### src/rtl/conv1_pkg.sv
// conv1_pkg: shared conv1 dimensions and the ofmap drain state encoding
package conv1_pkg;
  localparam int CONV1_CH = 64;
  localparam int CONV1_DW = 16;
  localparam int CONV1_OFMAP_PIX = 3136;
  typedef enum logic {IDLE, DRAIN} drain_state_e;
endpackage

### src/rtl/conv1_ofmap_drain_if.sv
// conv1_ofmap_drain_if: result-vector intake and output BRAM write port bundle
interface conv1_ofmap_drain_if #(
  parameter int CH = 64,
  parameter int DW = 16,
  parameter int LANES = 4,
  parameter int ADDR_W = 16
);
  logic res_v;
  logic [CH*DW-1:0] res_data;
  logic halt_req;
  logic wr_halt;
  logic wr_en;
  logic [ADDR_W-1:0] wr_addr;
  logic [LANES*DW-1:0] wr_data;
  logic map_done;
  logic ovf;
  modport master (
    input res_v, res_data, wr_halt,
    output halt_req, wr_en, wr_addr, wr_data, map_done, ovf
  );
  modport slave (
    output res_v, res_data, wr_halt,
    input halt_req, wr_en, wr_addr, wr_data, map_done, ovf
  );
endinterface

### src/rtl/pingpong_slot2.sv
// pingpong_slot2: two-slot vector store with valid bits, wr/rd pointers and occupancy
module pingpong_slot2 #(
  parameter int W = 1024
) (
  input  logic clk,
  input  logic rst,
  input  logic push,
  input  logic [W-1:0] push_data,
  input  logic pop,
  output logic rd_valid,
  output logic nxt_valid,
  output logic drop,
  output logic [1:0] occ,
  output logic [W-1:0] rd_data
);
  logic [W-1:0] mem [2];
  logic [1:0] valid;
  logic wr_ptr, rd_ptr, take;
  // when both slots are full wr_ptr == rd_ptr, so a popping slot is the one we may refill
  assign take = push && (!valid[wr_ptr] || (pop && wr_ptr == rd_ptr));
  assign drop = push && !take;
  assign rd_valid = valid[rd_ptr];
  assign nxt_valid = valid[!rd_ptr];
  assign occ = {1'b0, valid[0]} + {1'b0, valid[1]};
  assign rd_data = mem[rd_ptr];
  always_ff @(posedge clk or posedge rst)
    if (rst) begin
      valid <= '0;
      wr_ptr <= 1'b0;
      rd_ptr <= 1'b0;
    end else begin
      if (pop) begin
        valid[rd_ptr] <= 1'b0;
        rd_ptr <= !rd_ptr;
      end
      if (take) begin
        valid[wr_ptr] <= 1'b1;
        wr_ptr <= !wr_ptr;
      end
    end
  always_ff @(posedge clk)
    if (take) mem[wr_ptr] <= push_data;
endmodule

### src/rtl/conv1_ofmap_drain.sv
// conv1_ofmap_drain: buffers conv1 result vectors and serialises them into the ofmap BRAM
module conv1_ofmap_drain
  import conv1_pkg::*;
#(
  parameter int CH = CONV1_CH,
  parameter int DW = CONV1_DW,
  parameter int LANES = 4,
  parameter int PIX_NUM = CONV1_OFMAP_PIX,
  parameter int ADDR_W = 16
) (
  input logic clk,
  input logic rst,
  conv1_ofmap_drain_if.master bus
);
  localparam int BEATS = CH / LANES;
  localparam int BW = BEATS > 1 ? $clog2(BEATS) : 1;
  localparam int PW = PIX_NUM > 1 ? $clog2(PIX_NUM) : 1;
  drain_state_e state;
  logic [BW-1:0] beat_cnt;
  logic [PW-1:0] pix_cnt;
  logic [ADDR_W-1:0] addr_cnt;
  logic rd_valid, nxt_valid, drop, issue, last, pop, map_end;
  logic [1:0] occ;
  logic [CH*DW-1:0] rd_data;
  pingpong_slot2 #(.W(CH*DW)) u_slot (
    .clk(clk),
    .rst(rst),
    .push(bus.res_v),
    .push_data(bus.res_data),
    .pop(pop),
    .rd_valid(rd_valid),
    .nxt_valid(nxt_valid),
    .drop(drop),
    .occ(occ),
    .rd_data(rd_data)
  );
  // a valid head slot issues in the same cycle IDLE sees it, giving res_v -> wr_en in two cycles
  assign issue = rd_valid && !bus.wr_halt;
  assign last = beat_cnt == BW'(BEATS - 1);
  assign pop = issue && last;
  assign map_end = pop && pix_cnt == PW'(PIX_NUM - 1);
  assign bus.halt_req = occ == 2'd2;
  always_ff @(posedge clk or posedge rst)
    if (rst) begin
      state <= IDLE;
      beat_cnt <= '0;
      pix_cnt <= '0;
      addr_cnt <= '0;
      bus.wr_en <= 1'b0;
      bus.wr_addr <= '0;
      bus.wr_data <= '0;
      bus.map_done <= 1'b0;
      bus.ovf <= 1'b0;
    end else begin
      state <= state == IDLE ? (rd_valid ? DRAIN : IDLE) : (pop && !nxt_valid ? IDLE : DRAIN);
      bus.wr_en <= issue;
      bus.map_done <= map_end;
      if (drop) bus.ovf <= 1'b1;
      if (issue) begin
        bus.wr_addr <= addr_cnt;
        bus.wr_data <= rd_data[int'(beat_cnt)*LANES*DW +: LANES*DW];
        beat_cnt <= last ? '0 : beat_cnt + 1'b1;
        addr_cnt <= map_end ? '0 : addr_cnt + 1'b1;
        if (pop) pix_cnt <= map_end ? '0 : pix_cnt + 1'b1;
      end
    end
endmodule

### src/flat_wrapper.sv
// flat-port wrapper written by rule: the top's interface ports become plain ports
module conv1_ofmap_drain_flat import conv1_pkg::*;
#(
  parameter int CH = CONV1_CH,
  parameter int DW = CONV1_DW,
  parameter int LANES = 4,
  parameter int PIX_NUM = CONV1_OFMAP_PIX,
  parameter int ADDR_W = 16
)
  (clk, rst, bus_res_v, bus_res_data, bus_wr_halt, bus_halt_req, bus_wr_en, bus_wr_addr, bus_wr_data, bus_map_done, bus_ovf);
  conv1_ofmap_drain_if #(.CH(CH), .DW(DW), .LANES(LANES), .ADDR_W(ADDR_W)) bus_i ();
  input logic clk;
  input logic rst;
  input wire logic [$bits(bus_i.res_v)-1:0] bus_res_v;
  input wire logic [$bits(bus_i.res_data)-1:0] bus_res_data;
  input wire logic [$bits(bus_i.wr_halt)-1:0] bus_wr_halt;
  output wire logic [$bits(bus_i.halt_req)-1:0] bus_halt_req;
  output wire logic [$bits(bus_i.wr_en)-1:0] bus_wr_en;
  output wire logic [$bits(bus_i.wr_addr)-1:0] bus_wr_addr;
  output wire logic [$bits(bus_i.wr_data)-1:0] bus_wr_data;
  output wire logic [$bits(bus_i.map_done)-1:0] bus_map_done;
  output wire logic [$bits(bus_i.ovf)-1:0] bus_ovf;
  assign bus_i.res_v = bus_res_v;
  assign bus_i.res_data = bus_res_data;
  assign bus_i.wr_halt = bus_wr_halt;
  assign bus_halt_req = bus_i.halt_req;
  assign bus_wr_en = bus_i.wr_en;
  assign bus_wr_addr = bus_i.wr_addr;
  assign bus_wr_data = bus_i.wr_data;
  assign bus_map_done = bus_i.map_done;
  assign bus_ovf = bus_i.ovf;
  conv1_ofmap_drain #(.CH(CH), .DW(DW), .LANES(LANES), .PIX_NUM(PIX_NUM), .ADDR_W(ADDR_W)) u_core (.clk(clk), .rst(rst), .bus(bus_i));
endmodule
### config.mk
export PLATFORM = sky130hd
export DESIGN_NAME = conv1_ofmap_drain_flat
export DESIGN_NICKNAME = d
export VERILOG_FILES = /design/src/rtl/conv1_pkg.sv /design/src/rtl/conv1_ofmap_drain_if.sv /design/src/rtl/pingpong_slot2.sv /design/src/rtl/conv1_ofmap_drain.sv /design/src/flat_wrapper.sv
export SDC_FILE = /design/constraint.sdc
export NUM_CORES = 2
export LEC_CHECK = 0
export CAP_MARGIN = 20
export CORE_AREA = 4 4 426 428
export DETAILED_ROUTE_END_ITERATION = 6
export DIE_AREA = 0 0 430 432
export PLACE_DENSITY = 0.7
export SLEW_MARGIN = 40
export SYNTH_ARGS = -nofsm -noshare
export SYNTH_HDL_FRONTEND = slang
export SYNTH_SLANG_ARGS = --single-unit
### constraint.sdc
create_clock -name clk -period 112.4 [get_ports clk]
set_input_delay 11.24 -clock clk [delete_from_list [all_inputs] [get_ports clk]]
set_output_delay 11.24 -clock clk [all_outputs]
set_load 0.1 [all_outputs]
======== Yosys cells after proc, flatten, opt, wreduce, memory -nomap -nowiden ========
Memory sizes are Yosys's and may differ from the RTL's.
Index checks and enable logic that the tools add are counted.
storage, ports and cells
  word-level logic and storage cells ...... 58
  bits in writable memories ............... 2,048
  memories ................................ 1
  flip-flop bits (word level) ............. 119
operators by class
  bitwise gates (word level) .............. 3
  shift-type cells ........................ 1
  reduce and logical (&&, ||, !) cells .... 15
  order comparisons ....................... 4
  add/subtract/negate cells ............... 4
  multiplexer cells ....................... 15
  equal/unequal tests ..................... 4
memory list
  memory             depth  width  rd ports  clocked after Yosys merged registers in  wr ports  line                  source
  u_core.u_slot.mem  2      1,024  1         0                                        1         pingpong_slot2.sv:16  logic [W-1:0] mem [2];
operators with widths
  cell                                                                          count
  1024-bit by 11-bit variable part select with 64-bit output                    1
  16-bit by 1-bit adder with 16-bit output, second input constant               1
  16-bit 2-to-1 mux                                                             1
  12-bit by 1-bit adder with 12-bit output, second input constant               1
  12-bit == test, second input constant                                         1
  12-bit 2-to-1 mux                                                             1
  1-bit logical AND                                                             8
  1-bit 2-to-1 mux                                                              8
  1-bit logical NOT                                                             5
  4-bit by 1-bit adder with 4-bit output, second input constant                 1
  4-bit == test, second input constant                                          1
  1-bit by 2-bit less-than comparator with 1-bit output, second input constant  2
  2-bit 2-to-1 mux                                                              2
  4-bit 2-to-1 mux                                                              1
  1-bit by 1-bit adder with 2-bit output                                        1
  2-bit AND                                                                     1
  1-bit demux with 1-bit select                                                 2
  2-bit == test, second input constant                                          1
  1-bit >= comparator, second input constant                                    2
  2-bit NOT                                                                     1
  2-bit OR                                                                      1
  2-bit AND reduction                                                           1
  1-bit == test                                                                 1
  1-bit logical OR                                                              1

======== Depth between registers and ports, before layout ========
  depth after elaboration ................. 9
  gate-level depth with buffers ........... 9
  depth with buffers taken out ............ 6

======== By module ========
From an unflattened synthesis, not the netlist that was laid out.
second synthesis, totals
  cells, all modules ...................... 4,728
  area total of the unflattened synthesis .. 87,534.0 µm²
modules (own cells, without submodules)
  module             instances  sequential area each (µm²)  area an instance (µm²)  cells an instance
  pingpong_slot2     1          61,599.1                    74,436.4                3,207
  conv1_ofmap_drain  1          2,877.8                     13,097.6                1,521

======== Least setup slack after synthesis ========
Ideal clock, no wire load.
  kind .................................... input -> register
  start point ............................. in bus_wr_halt
  end point ............................... mem u_core.u_slot.mem[0][0] (enable)
  buffers on the path ..................... 0
  required time ........................... 108.724 ns
  path slack .............................. 28.186 ns
  library setup time ...................... 3.676 ns
  data arrival time ....................... 80.538 ns
  stages .................................. 5
  cells stage by stage .................... and3b_1 > nand3_1 > nor2_1 > nor2_1 > nor3_1
on the way
  cells in the longest elaborated chain, start to end .. 8
RTL lines
  element                                 line                     source
  start: declaration                      flat_wrapper.sv:16       input wire logic [$bits(bus_i.wr_halt)-1:0] bus_wr_halt;
  1-bit logical NOT                       conv1_ofmap_drain.sv:38  assign issue = rd_valid && !bus.wr_halt;
  1-bit logical AND                       conv1_ofmap_drain.sv:38
  1-bit logical AND                       conv1_ofmap_drain.sv:40  assign pop = issue && last;
  1-bit logical AND                       pingpong_slot2.sv:20     assign take = push && (!valid[wr_ptr] || (pop && wr_ptr == rd_ptr));
  1-bit logical OR                        pingpong_slot2.sv:20
  1-bit logical AND                       pingpong_slot2.sv:20
  1-bit 2-to-1 mux                        pingpong_slot2.sv:42     if (take) mem[wr_ptr] <= push_data;
  1-bit 2-to-1 mux (not written as such)  pingpong_slot2.sv:42
  end: declaration                        pingpong_slot2.sv:16
Every way passes these cells.

======== Worst setup path after layout ========
  start point ............................. in bus_wr_halt
  end point ............................... mem u_core.u_slot.mem[1][559] (enable)
The elaborated chain is that of the path after synthesis.

==> summary.md <==
| Metric | Value |
|---|---|
| Status | `completed` |
| Hold Path Class | `flop to flop` |
| CORE AREA | `0.1778 mm^2` |
| Proportion of power drawn by the clock network | `0.308` |
| Clk_skew | `0.06132 ns` |
| Most used DFF post-synth | `edfxtp_1` |
| Slew @ Worst Pin | `0.9182 ns` |
| WS Path Type | `primary input to flop` |
| Max-slew violations | `0` |
| DR WL/cell | `30.82 um` |
| H-tree depth | `4` |
| Die Area | `0.1858 mm^2` |
| Hold_ws | `0.4698 ns` |
| DR vias/cell | `5.761` |
| Synth warn | `0` |
| Max-cap violations | `0` |
| RSZ-0062 raised after global routing | `no` |
| Reg2Reg Capture Point | `u_core.u_slot.mem[1][559]$_DFFE_PP_` |
| Async SR Flop Fraction | `0.05491` |
| Min-delay src | `u_core.bus.wr_addr[5]$_DFFE_PP0N_` |
| CTS Buffer Depth | `3` |
| Final min period | `16.32 ns` |
| Top achievable clock speed | `0.06128 GHz` |
| Hold Path Sink | `u_core.bus.wr_addr[5]$_DFFE_PP0N_` |
| Final HPWL DP | `169000 um` |
| Die width | `430 um` |
| Power Density | `22.01 mW/mm^2` |
| I/O pin cnt | `1112` |
| Hold Buf Count CTS | `0` |
| Residual DRC | `0` |
| Number of global-route vias before repair | `45421` |
| Max transition margin | `0.3878` |
| Resized cells post-CTS | `0` |
| Register bit total from synthesis | `2167` |
| Initial antenna violation count | `156` |
| TritonCTS Buffers | `210` |
| Largest net degree at the start of global routing | `135` |
| First-pass GRT wire length | `331700 um` |
| Placement Rows | `155` |
| Drt pass-1 iters | `7` |
| Syn avg cell area | `20.86 um^2` |
| Critical R2R Launch | `u_core.beat_cnt[3]$_DFFE_PP0N_` |
| Fin Setup TNS | `0 ns` |
| Grt ovf | `0` |
| Gate Count Post-Synth | `3941` |
| Fillcell total | `13075` |
| CTS tree | `done` |
| Register-to-Register Path Depth | `9` |
| Hold Vio Cnt, Final | `0` |
| Final #Nets | `6154` |
| Reg power frac | `0.417` |
| Logic pwr share | `0.276` |
| Root buf cell | `clkbuf_16` |
| CP required | `112.85 ns` |
| Cell variety after synth | `54` |
| Non-Filler Instances | `7765` |
| Switching Share | `0.3141` |
| Final WL | `239300 um` |
| PortBufs | `1111` |
| Cell Area, Synth | `0.08223 mm^2` |
| Crit-path max FO | `72` |
| Tcrit/Tclk final | `0.1452` |
| Post-CTS Setup Inserts | `0` |
| Via count | `44736` |
| Internal power | `1.554 mW` |
| Layout cell share with drive strength beyond 1 | `0.1847` |
| Seq/Total Area, Yosys | `0.7842` |
| CP Capture Type | `flop` |
| EDFF count, synth | `2048` |
| Arr. time, crit path | `16.77 ns` |
| Vert. Die Dim | `432 um` |
| Clock Pin Slew Worst Setup and Hold Paths | `0.06 ns` |
| Switching Power | `712.0 uW` |
| Hold depth | `2` |
| GP Congestion | `0.8847` |
| All-layer global routing usage | `0.2520` |
| Clk_lat worst skew | `0.87 ns` |
| Placed insts | `7262` |
| Syn Nets | `4972` |
| VDD IR max | `15.38 uV` |
| Drt first-iter violations | `4856` |
| Static Leak | `33.19 nW` |
| Starting Density | `0.4624` |
| Final setup viols | `0` |
| FF-to-FF setup slack | `106.37 ns` |
| Startpoint Class | `primary input` |
| Final ANT Viol Nets | `0` |
| Clk sinks | `2167` |
| P&R area growth vs syn | `25.21%` |
[worst max-delay path, cell delays in order]
cell,delay (ns)
clkdlybuf4s50_1,0.59
and3b_1,0.36
and3_1,0.39
a21boi_0,0.27
nor2_4,0.58
buf_6,0.60
buf_6,0.60
buf_6,0.63
buf_4,0.69
buf_6,0.62
[per-stage QoR]
stage / util / cell area [um^2] / setup WS [ns] / total power [mW]
2_1_floorplan: - / 82230 / 28.19 / 1.439
3_3_place_gp: 0.5382 / 95710 / 94.41 / 1.590
3_5_place_dp: 0.5380 / 95680 / 95.26 / 1.589
4_1_cts: 0.5768 / 102600 / 96.11 / 2.282
5_1_grt: 0.5786 / 102900 / 95.72 / 2.346
6_report: 0.5789 / 103000 / 96.08 / 2.266
[layout by cell type (no fill, tap or decap), types with 34 or more instances in the layout]
| cell | instances |
|---|---|
| mux2i_1 | 212 |
| clkinv_2 | 34 |
| clkbuf_1 | 56 |
| clkbuf_16 | 214 |
| clkdlybuf4s50_1 | 1027 |
| o22ai_1 | 227 |
| dfrtp_1 | 115 |
| mux4_2 | 320 |
| mux2_2 | 172 |
| edfxtp_1 | 2048 |
| clkinv_1 | 41 |
| diode_2 | 104 |
| a211oi_1 | 65 |
| nand2_1 | 101 |
| nor2b_1 | 68 |
| buf_2 | 73 |
| buf_4 | 39 |
| nor3_1 | 56 |
[registers in the layout, indices dropped and copies added (netlist names)]
register	cells
u_core.u_slot.mem	2048
u_core.bus.wr_data	64
u_core.addr_cnt	16
u_core.bus.wr_addr	16
u_core.pix_cnt	12
u_core.beat_cnt	4
u_core.u_slot.valid	2
u_core.bus.map_done	1
u_core.bus.ovf	1
u_core.bus.wr_en	1
u_core.u_slot.rd_ptr	1
u_core.u_slot.wr_ptr	1
[synthesized netlist by cell type, drive strengths merged, types with 2 or more instances]
library cell | instances | area share
edfxtp | 2048 | 0.75
mux4 | 320 | 0.088
o22ai | 227 | 0.017
mux2i | 212 | 0.026
mux2 | 172 | 0.024
buf | 155 | 0.012
dfrtp | 119 | 0.036
nand2 | 104 | 0.0047
nor2b | 69 | 0.0052
a211oi | 65 | 0.0059
clkbuf | 61 | 0.0028
nor3 | 58 | 0.0035
nor2 | 33 | 0.0016
a21oi | 31 | 0.0019
a2111oi | 28 | 0.0030
a22o | 28 | 0.0030
o211ai | 28 | 0.0026
or4 | 26 | 0.0024
a22oi | 19 | 0.0017
nand3 | 18 | 0.0011
and3 | 13 | 0.00099
nor4 | 13 | 0.00099
xnor2 | 12 | 0.0013
o21ai | 11 | 0.00067
inv | 10 | 0.00049
nand4 | 10 | 0.00076
xor2 | 10 | 0.0011
or3 | 5 | 0.00038
and2 | 4 | 0.00030
and4 | 3 | 0.00032
ha | 3 | 0.00046
nand3b | 3 | 0.00027
or2 | 3 | 0.00023
nand2b | 2 | 0.00015
nand4b | 2 | 0.00021
nor3b | 2 | 0.00018
o31ai | 2 | 0.00018
or3b | 2 | 0.00021
[power by group through the flow]
stage | sequential (mW) | clock, mW | combinational (mW)
6_report | 0.944 | 0.697 | 0.625
5_1_grt | 0.947 | 0.743 | 0.656
4_1_cts | 0.944 | 0.708 | 0.631
3_5_place_dp | 0.961 | 0 | 0.628
3_3_place_gp | 0.966 | 0 | 0.624
2_1_floorplan | 1.10 | 0 | 0.335
[cell type report]
cell class / instances / area [um^2] / area share
Sequential cell: 2167 / 64490 / 0.6264
Multi-Input combinational cell: 1547 / 16570 / 0.1610
Timing Repair Buffer: 1186 / 11740 / 0.1140
Clock buffer: 277 / 5662 / 0.05499
Tap cell: 2355 / 2947 / 0.02862
Clock inverter: 118 / 1239 / 0.01203
Antenna cell: 104 / 260.3 / 0.002528
Inverter: 11 / 48.80 / 0.0004740
[worst max path at each step]
stage	from	to	slack [ns]	depth (start not counted)
finish	bus_wr_halt	u_core.u_slot.mem[1][559]$_DFFE_PP_	96.08	10
global route	bus_wr_halt	u_core.u_slot.mem[1][655]$_DFFE_PP_	95.72	10
CTS	bus_wr_halt	u_core.u_slot.mem[1][1007]$_DFFE_PP_	96.11	10
detailed placement	bus_wr_halt	u_core.u_slot.mem[1][854]$_DFFE_PP_	95.26	10
global placement	bus_wr_halt	u_core.u_slot.mem[1][559]$_DFFE_PP_	94.41	10
floorplan	bus_wr_halt	u_core.u_slot.mem[0][0]$_DFFE_PP_	28.19	5
[per-layer routing]
metal	up-vias	share of wire	track usage
li1	18937	-	-
met1	23174	0.36	0.3055
met2	2099	0.51	0.4222
met3	484	0.077	0.05940
met4	42	0.051	0.1333
met5	-	0.0011	0
[cells by family (layout without fill, tap and decap cells)]
kind of cell	after synthesis	in the layout	synth area share
adder cells (fa/ha/maj)	3	3	0.0004566
XOR/XNOR	22	22	0.002343
buffers and inverters	227	1592	0.01528
multiplexers	704	704	0.1370
other	0	104	0
AO/OA/AOI/OAI	445	445	0.03684
flip-flops	2167	2167	0.7842
AND/OR/NAND/NOR	373	373	0.02392
No activity file was read; power rests on OpenSTA's default activity.
